$ cat src/rtl/counter_snapshot.sv
// Extends a small free-running upstream counter with a wrap count, flags sequence
// errors, and hands out coherent {ext, cnt} snapshots over a valid/ready port.
module counter_snapshot #(
  parameter int unsigned CNT_W = 4,
  parameter int unsigned EXT_W = 12
) (
  input  logic                   clk,
  input  logic                   reset,
  input  logic [CNT_W-1:0]       cnt_in,
  input  logic                   cnt_clr,
  input  logic                   snap_req,
  input  logic                   snap_ready,
  output logic                   snap_valid,
  output logic [EXT_W+CNT_W-1:0] snap_data,
  output logic                   wrap_pulse,
  output logic                   overflow,
  output logic                   seq_err
);

  localparam int unsigned SNAP_W = EXT_W + CNT_W;

  typedef enum logic {IDLE, HOLD} state_t;

  state_t             state;
  logic [CNT_W-1:0]   prev;
  logic               prev_vld;
  logic [EXT_W-1:0]   ext;
  logic               pending;

  logic               wrap;
  logic               seq_bad;
  logic               handshake;
  logic [EXT_W-1:0]   ext_next;
  logic [SNAP_W-1:0]  cap;

  // Wrap/sequence detection and the value a capture in this cycle would take.
  always_comb begin
    wrap      = prev_vld && !cnt_clr && (prev == {CNT_W{1'b1}}) && (cnt_in == '0);
    seq_bad   = prev_vld && !cnt_clr && (cnt_in != CNT_W'(prev + CNT_W'(1)));
    ext_next  = ext;
    if (cnt_clr) begin
      ext_next = '0;
    end else if (wrap) begin
      ext_next = ext + EXT_W'(1);
    end
    cap       = {ext_next, cnt_in};
    handshake = snap_valid && snap_ready;
  end

  always_ff @(posedge clk) begin
    if (!reset) begin
      state      <= IDLE;
      prev       <= '0;
      prev_vld   <= 1'b0;
      ext        <= '0;
      pending    <= 1'b0;
      snap_valid <= 1'b0;
      snap_data  <= '0;
      wrap_pulse <= 1'b0;
      overflow   <= 1'b0;
      seq_err    <= 1'b0;
    end else begin
      prev       <= cnt_in;
      prev_vld   <= !cnt_clr;
      ext        <= ext_next;
      wrap_pulse <= wrap;

      if (cnt_clr) begin
        overflow <= 1'b0;
      end else if (wrap && (ext == {EXT_W{1'b1}})) begin
        overflow <= 1'b1;
      end

      if (seq_bad) begin
        seq_err <= 1'b1;
      end

      // Snapshot FSM: a request seen while holding is merged into one pending slot.
      case (state)
        IDLE: begin
          if (snap_req) begin
            snap_data  <= cap;
            snap_valid <= 1'b1;
            state      <= HOLD;
          end
        end
        HOLD: begin
          if (handshake) begin
            pending <= 1'b0;
            if (pending || snap_req) begin
              snap_data <= cap;
            end else begin
              snap_valid <= 1'b0;
              state      <= IDLE;
            end
          end else if (snap_req) begin
            pending <= 1'b1;
          end
        end
      endcase
    end
  end

endmodule

$ cat config.mk
export PLATFORM = sky130hd
export DESIGN_NAME = counter_snapshot
export DESIGN_NICKNAME = d
export VERILOG_FILES = /design/src/rtl/counter_snapshot.sv
export SDC_FILE = /design/constraint.sdc
export NUM_CORES = 1
export LEC_CHECK = 0
export CORE_MARGIN = 1
export CORE_UTILIZATION = 45
export DETAILED_ROUTE_END_ITERATION = 16
export GPL_TIMING_DRIVEN = 0
export HOLD_SLACK_MARGIN = 0.08
export PLACE_DENSITY = 0.76
export SLEW_MARGIN = 15
export SYNTH_ARGS = -nofsm -noshare
export SYNTH_HDL_FRONTEND = slang
export SYNTH_SLANG_ARGS = --single-unit
$ cat constraint.sdc
create_clock -name clk -period 4.66 [get_ports clk]
set_clock_uncertainty 0.1 [all_clocks]
set_input_delay 1.398 -clock clk [delete_from_list [all_inputs] [get_ports clk]]
set_output_delay 1.398 -clock clk [all_outputs]
set_load 0.1 [all_outputs]
==> key figures <==
Global routing
  – Initial antenna violation count: 0
  – First-pass GRT wire length: between 6000 and 7000 um
  – Total global routing track utilization: roughly 20%
  – Gr ovfl total: 0
  – Largest net degree at the start of global routing: 13
  – Vias in the first global route: 1336

Clocking
  – Hold-fix buffers, CTS: 0
  – TritonCTS Sinks: 39
  – H-tree levels: 2
  – PostCTS Resize Cnt: 0
  – Clock Latency Late Sink: 0.29 ns
  – Num CTS Buffers: 5
  – CTS root buf: clkbuf_8
  – Post-CTS Setup Bufs: 0
  – CTS tree: done
  – Clock transition at path regs: roughly 0.07 ns
  – Max Root-Sink Buffers: 2

Run
  – Total of max-cap violations: 0

Synthesis
  – Synthesized area: 1700 sq um
  – Ys Warns: 0
  – Cell variety after synth: 38
  – Synth Register Bits: 39
  – Sequential cell area fraction in the yosys report: 45.9%
  – Syn_area_per_cell: 8.86 sq um
  – Syn nets: 203
  – Syn Inst Count: roughly 190

Cells and area
  – Nets: 238
  – Most frequent cells in the layout: dfxtp_1, clkdlybuf4s50_1, nand2_1
  – Antenna cells: 0
  – Fillcell total: approximately 340
  – Share of cells above drive strength 1: 5.70%
  – Layout area overhead: 24.8%
  – Storage element area: 781 sq um
  – Multi-input gate area: 868 sq um
  – Commonest non-fill, non-tap cell in the layout: dfxtp_1

Routing
  – Initial DRC count: about 100
  – Drt total wl: between 3000 and 4000 um
  – Drt pass-1 iters: 4
  – Vias per cell: between 5 and 6
  – Via Count: 1511
  – DR DRC count: 0
  – Routed wire per std cell: between 10 and 15 um
  – ANT nets after route: 0

Die
  – Die W: 63.5 um
  – Total Die Area: 4030 sq um
  – Starting Density: between 40 and 50%
  – Die span in y: 63.5 um
  – Ports: 29
  – Site Rows: 21
  – Core outline area: 3470 sq um

Timing
  – F_max: 282 MHz
  – Final hold vios: 0
  – RSZ-0062 raised after global routing: false
  – Pins Over Slew Limit: 0
  – Final setup viols: 0
  – Post-route clock period utilization: ~76%
  – Slew margin rel.: 34.3%
  – Worst Tran Pin Value: 0.983 ns
  – Tmin final: between 3 and 4 ns
  – Setup TNS: 0 ns

Run status
  – Status: completed

Setup path
  – Worst EP arrival: 3.66 ns
  – Largest stage delay, worst path: approximately 0.50 ns
  – Crit-path cells: clkdlybuf4s50_1 -> or3_1 -> buf_2 -> or4_1 -> buf_2 -> or3_1 -> a31oi_1
  – CP Buf/Inv Count: 3
  – Top Family by Delay on Critical Path: simple AND/OR/NAND/NOR gates
  – Worst Path Max Fanout: 8
  – Slowest-stage cell, CP: clkdlybuf4s50_1
  – Crit. End Element: flop
  – Worst Path Required: 4.78 ns
  – Critical path class: input port to flop
  – CP startpoint kind: input port

Power and ir drop
  – P per Cell Area: 317 nW/um^2
  – Int Power: 0.000477 W
  – Logic gate share of total power: between 15 and 20%
  – Flop pwr share: 51.9%
  – Peak VDD IR: 0.198 mV
  – Pleak: 0.698 nW
  – Sw Share: 29.1%
  – Clk network pwr share: between 30% and 40%
  – Sw power: 0.000196 W
  – Final Power: 0.000673 W

Placement
  – # port buffers: 28
  – Routability cong.: a little over 0.8
  – DP HPWL: 2730 um

Hold path
  – Tightest Hold Check Type: flop to flop
==> through the flow <==
| stage | instances | hold slack, ns | util (%) | instance area [sq um] | setup slack, ns |
|---|---|---|---|---|---|
| floorplan | 192 | 0.362 | - | 1700 | 1.49 |
| global placement | 266 | 0.333 | 58.8 | 2040 | 0.865 |
| detailed placement | 266 | 0.343 | 58.8 | 2040 | 0.869 |
| CTS | 274 | 0.360 | 61.2 | 2120 | 1.13 |
| global route | 274 | 0.386 | 61.2 | 2120 | 1.04 |
| finish | 274 | 0.355 | 61.2 | 2120 | 1.12 |
==> area by class of cell <==
class                      instances  share of cell area, %
buffer                             8                   1.53
clock buffer                       5                   3.24
clock inverter                     3                  0.708
inverter                           5                  0.884
multi-input combinational        140                   40.9
sequential                        39                   36.8
tap                               46                   2.71
timing repair buffer              28                   13.2
==> logic make-up after synthesis <==
| family | after synthesis | synth area share (%) |
|---|---|---|
| buffers and inverters | 13 | 3.02 |
| flip-flops | 39 | 45.9 |
| multiplexers | 4 | 2.35 |
| AND/OR/NAND/NOR | 81 | 26.7 |
| XOR/XNOR | 11 | 5.67 |
| AO/OA/AOI/OAI | 42 | 14.9 |
| adder cells (fa/ha/maj) | 2 | 1.47 |
==> power groups by stage <==
stage | combinational [W] | sequential, W | clock, W
global placement | 0.000103 | 0.000357 | 0
floorplan | 0.0000346 | 0.000395 | 0
global route | 0.000110 | 0.000350 | 0.000243
detailed placement | 0.000104 | 0.000357 | 0
CTS | 0.000104 | 0.000349 | 0.000223
finish | 0.000103 | 0.000349 | 0.000220
==> worst min-delay path, cell delays in order, from the launching register on <==
cell and delay (ns):
dfxtp_1 0.33, nand2_1 0.04, o21ai_0 0.05
==> synthesized netlist by cell type <==
cell,n,area share [%]
nor4b_1,1,0.52
nand4b_1,4,2.1
a221oi_1,1,0.52
nand4_1,2,0.74
nor2_1,12,2.6
mux2i_1,4,2.4
nand3b_1,1,0.44
a311oi_1,1,0.52
xnor2_1,7,3.6
o22ai_1,4,1.5
dfxtp_1,39,46
and2_1,4,1.5
nand2b_1,2,0.74
a21bo_2,1,0.59
buf_1,1,0.22
a31oi_1,2,0.74
nor4_1,5,1.8
a21o_1,1,0.44
o211ai_1,3,1.3
or3_1,10,3.7
or4_1,4,1.8
a21boi_0,1,0.44
xor2_1,4,2.1
o21a_1,1,0.44
ha_1,2,1.5
nor3_1,9,2.6
and4_1,3,1.5
inv_1,5,1.1
nand3_1,8,2.4
a211oi_1,3,1.3
or2_2,1,0.37
a21oi_1,12,3.5
clkbuf_1,5,1.1
o21ai_0,12,3.5
nor3_2,1,0.59
nor3b_1,1,0.44
buf_2,2,0.59
nand2_1,13,2.9
==> state kept, by name, indices dropped and copies added, names as in the netlist <==
name and flops:
ext 12, overflow 1, pending 1, prev 4, prev_vld 1, seq_err 1
snap_data 16, snap_valid 1, state 1, wrap_pulse 1
==> layer usage <==
metal,global-route usage (%),share of wire (%),vias to the layer above
met5,0,0,-
met4,5.40,1.1,0
met3,6.34,5.5,6
met2,29.5,44,40
met1,27.8,49,691
li1,-,-,774
==> worst paths after layout <==
path / start / endpoint / slack [ns] / cells past startpoint
setup reg to reg: prev[0] / snap_data[12] / 2.34 / 6
hold reg to reg: snap_data[7] / snap_data[7] / 0.36 / 2
hold / removal: snap_data[7] / snap_data[7] / 0.36 / 2
setup / recovery: cnt_in[1] / snap_data[12] / 1.12 / 7
(Power assumes the default switching activity.)
